**config.mk**
```make
export PLATFORM = sky130hd
export DESIGN_NAME = mic1_mem_arbiter
export DESIGN_NICKNAME = d
export VERILOG_FILES = /design/src/rtl/mic1_pkg.sv /design/src/rtl/mic1_byte_sel.sv /design/src/rtl/mic1_mem_arbiter.sv
export SDC_FILE = /design/constraint.sdc
export NUM_CORES = 1
export LEC_CHECK = 0
export ABC_AREA = 1
export CAP_MARGIN = 0
export CORE_MARGIN = 4
export CORE_UTILIZATION = 48
export CTS_CLUSTER_DIAMETER = 80
export CTS_CLUSTER_SIZE = 14
export DETAILED_ROUTE_END_ITERATION = 12
export GPL_TIMING_DRIVEN = 0
export PLACE_DENSITY = 0.87
export SETUP_SLACK_MARGIN = 0.1
export SLEW_MARGIN = 20
export SYNTH_ARGS = -nofsm -noshare
export SYNTH_HDL_FRONTEND = slang
export SYNTH_HIERARCHICAL = 1
export SYNTH_SLANG_ARGS = --single-unit
```
**constraint.sdc**
```tcl
create_clock -name clk -period 4.4 [get_ports clk]
set_input_delay 1.32 -clock clk [delete_from_list [all_inputs] [get_ports clk]]
set_output_delay 1.32 -clock clk [all_outputs]
set_load 0.01 [all_outputs]
```
**src/rtl/mic1_pkg.sv**
```systemverilog
// Shared types and constants for the MIC-1 memory arbiter slice.
// No logic; constants and enums only.
// Not applicable (no handshakes).
package mic1_pkg;

  typedef enum logic [1:0] {
    IDLE  = 2'd0,
    DATA  = 2'd1,
    FETCH = 2'd2
  } arb_state_t;

  // Bit indices within the microinstruction memory_ctrl field
  localparam int MC_FETCH     = 0;
  localparam int MC_READ      = 1;
  localparam int MC_WRITE     = 2;

  // Position of the memory_ctrl field inside the MIR
  localparam int MC_FIELD_LSB = 4;

endpackage

```
**src/rtl/mic1_byte_sel.sv**
```systemverilog
// Picks one little-endian byte lane out of a 32-bit word.
// Latency: purely combinational.
// Backpressure: none (no handshake).
module mic1_byte_sel (
  input  logic [31:0] word,
  input  logic [1:0]  sel,
  output logic [7:0]  lane
);

  // sel=0 selects bits [7:0], sel=3 selects bits [31:24]
  assign lane = word[{sel, 3'b000} +: 8];

endmodule

```
**src/rtl/mic1_mem_arbiter.sv**
```systemverilog
// Shares one memory port between MIC-1 data accesses and instruction-byte fetches.
// Latency: strobe at edge N -> mem_req_o in N+1 -> load pulse the cycle after ack.
// Backpressure: stall_o holds the sequencer; strobes seen while stalled are dropped.
module mic1_mem_arbiter
  import mic1_pkg::*;
#(
  parameter int ADDR_W  = 32,
  parameter int DATA_W  = 32,
  parameter int TIMEOUT = 0
) (
  input  logic              clk,
  input  logic              resetn,
  input  logic [2:0]        memory_ctrl_i,
  input  logic [31:0]       mar_i,
  input  logic [DATA_W-1:0] mdr_i,
  input  logic [31:0]       pc_i,
  output logic              mem_req_o,
  output logic              mem_we_o,
  output logic [ADDR_W-1:0] mem_addr_o,
  output logic [DATA_W-1:0] mem_wdata_o,
  input  logic [DATA_W-1:0] mem_rdata_i,
  input  logic              mem_ack_i,
  output logic              mdr_load_o,
  output logic [DATA_W-1:0] mdr_data_o,
  output logic              mbr_load_o,
  output logic [7:0]        mbr_data_o,
  output logic              stall_o,
  output logic              err_o
);

  if (DATA_W != 32) begin : g_bad_data_w
    $error("mic1_mem_arbiter: DATA_W must be 32");
  end

  localparam int CNT_W = (TIMEOUT > 0) ? $clog2(TIMEOUT + 1) : 1;

  arb_state_t        state, state_nxt, launch;
  logic              fetch_pend;
  logic              dkind_wr;
  logic [ADDR_W-1:0] daddr, faddr;
  logic [DATA_W-1:0] dwdata;
  logic [1:0]        fsel;
  logic [CNT_W-1:0]  wait_cnt;
  logic              cap, cap_wr, cap_rd, cap_fe;
  logic              tmo_hit, done, more_pend;
  logic [7:0]        fetch_lane;
  logic              unused_mar_hi;

  // MAR is a word address; its top two bits fall off the byte address
  assign unused_mar_hi = ^mar_i[31:30];

  assign cap_wr = memory_ctrl_i[MC_WRITE];
  assign cap_rd = memory_ctrl_i[MC_READ];
  assign cap_fe = memory_ctrl_i[MC_FETCH];

  assign mem_req_o = (state != IDLE);
  // An abandoned (timed-out) access completes exactly like an acked one
  assign tmo_hit   = (TIMEOUT > 0) && mem_req_o && !mem_ack_i &&
                     (wait_cnt == CNT_W'(TIMEOUT - 1));
  assign done      = mem_req_o && (mem_ack_i || tmo_hit);
  assign more_pend = (state == DATA) && fetch_pend;
  assign stall_o   = mem_req_o && !(done && !more_pend);
  assign cap       = !stall_o && (memory_ctrl_i != 3'b000);

  assign mem_we_o    = (state == DATA) && dkind_wr;
  assign mem_addr_o  = (state == DATA)  ? daddr :
                       (state == FETCH) ? faddr : '0;
  assign mem_wdata_o = mem_we_o ? dwdata : '0;

  mic1_byte_sel u_byte_sel (
    .word (mem_rdata_i),
    .sel  (fsel),
    .lane (fetch_lane)
  );

  // Next state: data wins over fetch; a finishing access may hand straight to a new capture
  always_comb begin
    launch    = IDLE;
    state_nxt = state;
    if (cap) begin
      launch = (cap_wr || cap_rd) ? DATA : FETCH;
    end
    case (state)
      IDLE:    state_nxt = launch;
      DATA:    if (done) state_nxt = fetch_pend ? FETCH : launch;
      FETCH:   if (done) state_nxt = launch;
      default: state_nxt = IDLE;
    endcase
  end

  // State, operand capture, wait counter, load pulses and sticky error
  always_ff @(posedge clk) begin
    if (!resetn) begin
      state      <= IDLE;
      fetch_pend <= 1'b0;
      dkind_wr   <= 1'b0;
      daddr      <= '0;
      faddr      <= '0;
      dwdata     <= '0;
      fsel       <= 2'b00;
      wait_cnt   <= '0;
      mdr_load_o <= 1'b0;
      mdr_data_o <= '0;
      mbr_load_o <= 1'b0;
      mbr_data_o <= 8'h00;
      err_o      <= 1'b0;
    end else begin
      state <= state_nxt;

      if (cap) begin
        dkind_wr   <= cap_wr;
        daddr      <= ADDR_W'({mar_i[29:0], 2'b00});
        dwdata     <= mdr_i;
        faddr      <= ADDR_W'({pc_i[31:2], 2'b00});
        fsel       <= pc_i[1:0];
        fetch_pend <= cap_fe;
      end else if (state == FETCH && done) begin
        fetch_pend <= 1'b0;
      end

      // Restarts from zero for every new access
      wait_cnt <= (mem_req_o && !done) ? wait_cnt + 1'b1 : '0;

      mdr_load_o <= (state == DATA) && !dkind_wr && mem_ack_i;
      if ((state == DATA) && !dkind_wr && mem_ack_i) begin
        mdr_data_o <= mem_rdata_i;
      end

      mbr_load_o <= (state == FETCH) && mem_ack_i;
      if ((state == FETCH) && mem_ack_i) begin
        mbr_data_o <= fetch_lane;
      end

      // Simultaneous WRITE+READ keeps the write and drops the read
      if ((cap && cap_wr && cap_rd) || tmo_hit) begin
        err_o <= 1'b1;
      end
    end
  end

endmodule

```
# After elaboration in Yosys (flattened, before gate mapping)

Index checks and enable logic that the tools add are counted.

Register bits after elaboration: 141
Logic and storage cells: 50

Eq/ne operators: 4
Shift-type cells: 1
Mux-type cells: 11
Reductions and logical operators: 22

Operators by type and width:

| kind                 | count |
|---|---|
| $mux W32             | 3 |
| $shiftx A32 B6 Y8    | 1 |
| $logic_and A1 B1 Y1  | 12 |
| $mux W2              | 5 |
| $pmux W2 S3          | 1 |
| $logic_not A1 Y1     | 4 |
| $ne A2 B2 Y1 const B | 2 |
| $reduce_bool A2 Y1   | 2 |
| $reduce_bool A3 Y1   | 1 |
| $eq A2 B1 Y1 const B | 1 |
| $eq A2 B2 Y1 const B | 1 |
| $logic_not A2 Y1     | 1 |
| $mux W1              | 2 |
| $reduce_and A2 Y1    | 1 |
| $logic_or A1 B1 Y1   | 1 |

# Longest topological paths before layout

Gate-level depths: netlist (run 1).

Word-level depth: 12
Depth in mapped cells: 10

# Modules after synthesis

The synthesis (run 1) kept the hierarchy.

By module, submodules not included:

| module           | instances | cells an instance | area each (µm²) |
|---|---|---|---|
| mic1_mem_arbiter | 1         | 899               | 5944.5 |
| mic1_byte_sel    | 1         | 94                | 395.4 |

# Least setup slack after synthesis (run 1)

OpenSTA, ideal clock, no wires.

Kind: input port to output port
Start point: in mem_ack_i
End point: out stall_o
Arrival time: 1.572 ns
Path slack: 1.508 ns
Cell stages on the path: 3
Cells stage by stage: nand2_1 nand2_1 inv_1

Cells in the longest elaborated chain, start to end: 4

RTL lines:

| item                | RTL line               | text |
|---|---|---|
| start: declaration  | mic1_mem_arbiter.sv:22 | `input logic mem_ack_i,` |
| $logic_and A1 B1 Y1 | mic1_mem_arbiter.sv:60 | `assign done = mem_req_o && (mem_ack_i \|\| tmo_hit);` |
| $logic_and A1 B1 Y1 | mic1_mem_arbiter.sv:62 | `assign stall_o = mem_req_o && !(done && !more_pend);` |
| $logic_not A1 Y1    | mic1_mem_arbiter.sv:62 |  |
| $logic_and A1 B1 Y1 | mic1_mem_arbiter.sv:62 |  |
| end: declaration    | mic1_mem_arbiter.sv:27 | `output logic stall_o,` |

No other way between the ends.

# Worst setup path in the final report (run 1)

Ends and elaborated chain as after synthesis.

==> results of run 1 <==
-- final timing paths --
kind / start / end / slack, ns / cells past startpoint
max: mem_ack_i / stall_o / 0.44 / 5
min: err_o$_SDFFE_PN0P_ / err_o$_SDFFE_PN0P_ / 0.46 / 2
max reg2reg: state[0]$_SDFFE_PN0P_ / mdr_data_o[23]$_SDFFE_PN0P_ / 2.84 / 6
min reg2reg: err_o$_SDFFE_PN0P_ / err_o$_SDFFE_PN0P_ / 0.46 / 2
-- placed cells by master (no fill, tap or decap) --
master,netlist,routed
nand3_1,30,30
nand2_1,253,253
buf_1,1,1
clkbuf_16,0,17
clkbuf_1,27,32
a21oi_1,12,12
inv_1,138,138
nand2_2,1,1
bufinv_16,0,2
o22ai_1,30,30
clkinvlp_4,0,1
conb_1,1,2
nor2_2,2,2
buf_4,7,7
inv_2,2,2
o21ai_0,33,33
buf_2,10,10
buf_6,13,13
clkdlybuf4s50_1,0,238
diode_2,0,1
o21a_1,1,1
nor2_1,290,290
dfxtp_1,141,141
inv_4,1,1
clkinv_2,0,3
clkbuf_8,0,4
-- through the flow --
stage | std cells | cell area, um2
floorplan | 994 | 6340
global placement | 1404 | 8940
detailed placement | 1404 | 8940
CTS | 1436 | 9520
global route | 1437 | 9530
finish | 1437 | 9530
-- synthesized netlist by cell type --
master | count | area share (%)
a21oi_1 | 12 | 0.95
buf_1 | 1 | 0.059
buf_2 | 10 | 0.79
buf_4 | 7 | 0.83
buf_6 | 13 | 2.3
clkbuf_1 | 27 | 1.6
conb_1 | 1 | 0.059
dfxtp_1 | 141 | 45
inv_1 | 138 | 8.2
inv_2 | 2 | 0.12
inv_4 | 1 | 0.099
nand2_1 | 253 | 15
nand2_2 | 1 | 0.099
nand3_1 | 30 | 2.4
nor2_1 | 290 | 17
nor2_2 | 2 | 0.20
o21a_1 | 1 | 0.12
o21ai_0 | 33 | 2.6
o22ai_1 | 30 | 3.0
-- logic make-up after synthesis --
group	count (synthesis)	synth area share (%)
compound gates	76	6.63
buf+inv	199	14.0
simple gates	576	34.8
other cells	1	0.0591
flops	141	44.5
-- critical path, stage by stage --
cell	delay, ns
clkdlybuf4s50_1	0.45
nand2_1	0.09
nand2_1	0.16
inv_1	0.10
clkdlybuf4s50_1	0.53
-- area by class of cell --
cell class              count  area share (%)
inverters                 141            5.58
clock buffers              26            5.24
clock inverters             6           0.867
diodes                      1          0.0263
repair buffers            238            25.0
multi-input cells         654            27.7
plain buffers              58            3.72
flip-flops and latches    141            29.6
well taps                 172            2.26
-- routing by layer --
| metal | up-vias | global-route usage [%] |
|---|---|---|
| li1 | 3464 | - |
| met1 | 3032 | 29.4 |
| met2 | 291 | 44.8 |
| met3 | 43 | 5.95 |
| met4 | 0 | 11.1 |
| met5 | - | 0 |
-- registers in the layout, summed over array words and instances (netlist names) --
signal,count
faddr,30
fsel,2
err_o,1
dwdata,32
mbr_data_o,8
dkind_wr,1
state,2
mdr_load_o,1
daddr,30
mbr_load_o,1
mdr_data_o,32
fetch_pend,1
-- power groups by stage --
stage / Combinational (W) / Clock, W / Sequential [W]
after floorplan: 0.000530 / 0 / 0.00150
after global placement: 0.000906 / 0 / 0.00149
after detailed placement: 0.000921 / 0 / 0.00150
after CTS: 0.000934 / 0.00142 / 0.00147
after global routing: 0.00104 / 0.00148 / 0.00148
final: 0.000936 / 0.00141 / 0.00147
==> impl_results.md, run 1 <==
* CTS buffer count at 17
* PortBufs at 238
* Ys Warns at 6
* DRC at 0
* Fillcell total at about 1000
* Yosys cell types at 19
* Global-route wire length before repair at 30100 um
* WL met2 at 9710 um
* Fin util at about three quarters
* Area Overhead vs Synth at 50.2%
* Share of cells above drive strength 1 at around 5.0%
* PD cells at 400 mW/mm2
* Total congestion overflow at 0
* Final Hold Fails at 0
* Fin crit share at 90.1%
* CTS tree: built
* Longest Clk Path Bufs at 2
* Clock group share of total power at 36.9%
* IO Count at 244
* Final setup skew at 0.00414 ns
* Core area at 0.0128 mm2
* Synth Area per Inst at 6.38 um2
* Number of global-route vias before repair at 6343
* Root buffer cell: clkbuf_16
* Critical path capture point type: output pin
* Drt via density at between 4 and 5
* Worst-path clk slew at 0.05 ns
* Via count at 6830
* Row cnt at 41
* Slew @ Worst Pin at 0.579 ns
* Max Freq at ~250 MHz
* Worst setup margin at 0.436 ns
* WL met3 at around 1500 um
* Pin count of the biggest net entering global routing at 17
* Initial Utilization at 49.6%
* FF+latch area at 0.00282 mm2
* Total power at 0.00381 W
* Drt pass-1 iters at 5
* Setup CP Type: input port to output pin
* GP Congestion at 0.869
* Worst slack, placed at 0.468 ns
* Clock sinks at about 140
* Mapped Cells at just under 1000
* Worst hold slack at 0.457 ns
* Drt total wl at 19800 um
* DR top layer: met4
* Leakage at between 4 and 5 nW
* CP startpoint kind: input port
* Clock Latency Late Sink at 0.42 ns
* Max-Cap Viols at 0
* Final min period at about 4.0 ns
* Die height at 123 um
* Fin nets at 1385
* Sequential share of power at between 30% and 40%
* Die area at 0.0151 mm2
* Post_cts resized at 0
* Post-CTS setup buffers at 0
* CP arrival at 2.64 ns
* DR WL/cell at 13.8 um
* P_sw at 0.00108 W
* Starting DRT DRC Count at ~550
* RSZ-0062 raised after global routing: false
* # hold bufs at CTS at 0
* Sequential share of the synthesized area at around 45%
* Gate power share at approximately 25%
* Sw frac at 28.2%
* Worst Path Required at 3.08 ns
* Tot GR Track Use at roughly a quarter
* Initial antenna violation count at 1
* Slew HR at between 60% and 70%
* Number of synthesized register bits at between 100 and 150
* Area of the multi-input gates at 0.00264 mm2
* Worst IR Drop VDD at 0.000267 V
* Die Width at 123 um
* Met1 WL at 7940 um
* Status: complete, no violations
* Critical path fanouts, max at 6
* Final ANT Viol Nets at 0
* Hold Path Class: register to register
* Endpoints failing setup at 0
* Mapped Area at 0.00634 mm2
* Max-slew violations at 0
* Setup TNS at 0 ns
* Cell internal pwr at 0.00274 W
* Hpwl dp at 14400 um
* Htree depth at 4
Note: power is estimated with default switching activity, not from simulation.
==> inputs of run 2 (changes only) <==
GPL_TIMING_DRIVEN = 1   (was 0)
==> impl_results.md, run 2 (synthesized netlist as in run 1, its figures left out) <==
* Die height at 123 um (unchanged)
* PortBufs at 239 (+0.42%)
* Clock sinks at 141 (unchanged)
* GP Congestion at 0.833 (-4.1%)
* Antenna cell count at 0 (-1)
* Fin crit share at 91.4% (+1.3 points)
* Slew HR at 28.1% (-33 points)
* Worst R2R Setup Slack at 2.47 ns (-0.37 ns)
* Slowest-stage cell, CP: clkdlybuf4s50_1
* Max-slew violations at 0 (unchanged)
* Core area at 0.0128 mm2 (unchanged)
* Drt total wl at 18400 um (-7.0%)
* DR WL/cell at 13.3 um (-3.6%)
* RSZ-0062 raised after global routing: false
* Die Width at 123 um (unchanged)
* PD cells at 405 mW/mm2 (+1.2%)
* CTS buffer count at 17 (unchanged)
* Most frequent cells in the layout: nor2_1, nand2_1, clkdlybuf4s50_1
* Crit-path max cell delay at 0.61 ns (+0.08 ns)
* Root buffer cell: clkbuf_16
* Worst hold slack at 0.444 ns (-0.0131 ns)
* Max Freq at 249 MHz (-1.4%)
* Final setup skew at 0.00892 ns (+0.00478 ns)
* Clock Latency Late Sink at 0.42 ns (about the same)
* Post-CTS setup buffers at 0 (unchanged)
* Final ANT Viol Nets at 0 (unchanged)
* Total congestion overflow at 0 (unchanged)
* # hold bufs at CTS at 0 (unchanged)
* Pin count of the biggest net entering global routing at 88 (+71)
* CP top delay family: buffers and inverters
* Drt via density at 4.70 (-1.1%)
* Met1 WL at 7070 um (-11%)
* Global-route wire length before repair at 28600 um (-5.0%)
* Post_cts resized at 0 (unchanged)
* Worst Path Required at 3.08 ns (about the same)
* CP arrival at 2.70 ns (+0.06 ns)
* Initial Utilization at 49.6% (unchanged)
* Row cnt at 41 (unchanged)
* Final min period at 4.02 ns (+0.0569 ns)
* Die area at 0.0151 mm2 (unchanged)
* Hpwl dp at 12600 um (-13%)
* Worst IR Drop VDD at 0.000303 V (+14%)
* Via count at 6516 (-4.6%)
* Worst path cell trace: inv_2 -> nor2_2 -> inv_1 -> o22ai_1 -> clkdlybuf4s50_1
* Endpoints failing setup at 0 (unchanged)
* Final Hold Fails at 0 (unchanged)
* Bufs and invs on worst path at 3 (unchanged)
* CTS tree: built
* Setup CP Type: register to output pin
* Max-Cap Viols at 0 (unchanged)
* Number of global-route vias before repair at 6070 (-4.3%)
* Critical path fanouts, max at 30 (+24)
* Htree depth at 4 (unchanged)
* Tot GR Track Use at 24.2% (-1.2 points)
* Initial antenna violation count at 0 (-1)
* Longest Clk Path Bufs at 2 (unchanged)
* Critical path capture point type: output pin
* WL met2 at 9360 um (-3.6%)
* Share of cells above drive strength 1 at 3.46% (-1.5 points)
* Status: complete, no violations
* Worst-path clk slew at 0.05 ns (about the same)
* CP startpoint kind: register
* Largest regs: dwdata x32, mdr_data_o x32
* DR top layer: met4
* Drt pass-1 iters at 5 (unchanged)
* Fin nets at 1335 (-3.6%)
* IO Count at 244 (unchanged)
* Commonest non-fill, non-tap cell in the layout: nor2_1
* Area Overhead vs Synth at 46.3%
* Setup TNS at 0 ns (unchanged)
* DRC at 0 (unchanged)
* Leakage at 4.22 nW (-3.1%)
* Slew @ Worst Pin at 1.08 ns (+0.499 ns)
* WL met3 at 1380 um (-8.9%)
* Starting DRT DRC Count at 563 (+2.0%)
* Fillcell total at 1018 (+1.4%)
* Hold Path Class: register to register
-- run 2: changes by cell type in the layout (fill, tap and decap cells not counted), sizes merged --
cell,previous run,this run
clkinvlp,1,0
clkbuf,53,27
diode,1,0
buf,31,8
-- run 2: worst reg2reg max path, delay by kind of cell, from the launching register on --
kind / cells / cell delay [ns]
and+or+nand+nor: 5 / 0.94
buffers and inverters: 2 / 0.56
DFF: 1 / 0.33
-- run 2: final timing paths --
kind,to,cells past startpoint,from
hold / removal,err_o$_SDFFE_PN0P_,2,err_o$_SDFFE_PN0P_
hold reg to reg,err_o$_SDFFE_PN0P_,2,err_o$_SDFFE_PN0P_
setup reg to reg,daddr[22]$_SDFFE_PN0N_,7,state[1]$_SDFFE_PN0P_
setup / recovery,mem_addr_o[25],5,state[1]$_SDFFE_PN0P_
-- run 2: power by group --
group | internal (W) | leakage [nW] | switching [W]
Sequential | 0.00142 | 1.17 | 0.0000558
Clock | 0.000909 | 0.292 | 0.000520
Combinational | 0.000382 | 2.76 | 0.000469
Total | 0.00271 | 4.22 | 0.00104
-- run 2: per-layer routing --
metal	vias up	GRT usage, %
met5	-	0
met4	0	10.6
met3	39	7.55
met2	197	43.7
met1	2926	25.9
li1	3354	-
-- run 2: cell type report --
type	count	area, um2	area share, %
sequential	141	2820	30.4
timing repair buffer	246	2470	26.6
multi-input combinational	654	2650	28.5
tap	172	215	2.32
inverter	141	532	5.73
clock inverter	5	78.8	0.850
clock buffer	27	513	5.53
-- run 2: per-stage QoR --
step | instances | area, um2 | setup WS [ns] | utilization (%) | total power [W]
3_3_place_gp | 1354 | 8680 | 0.534 | 68.0 | 0.00232
5_1_grt | 1386 | 9280 | 0.211 | 72.6 | 0.00395
2_1_floorplan | 994 | 6340 | 1.51 | - | 0.00203
3_5_place_dp | 1354 | 8680 | 0.518 | 68.0 | 0.00235
6_report | 1386 | 9280 | 0.379 | 72.6 | 0.00376
4_1_cts | 1386 | 9280 | 0.386 | 72.6 | 0.00378
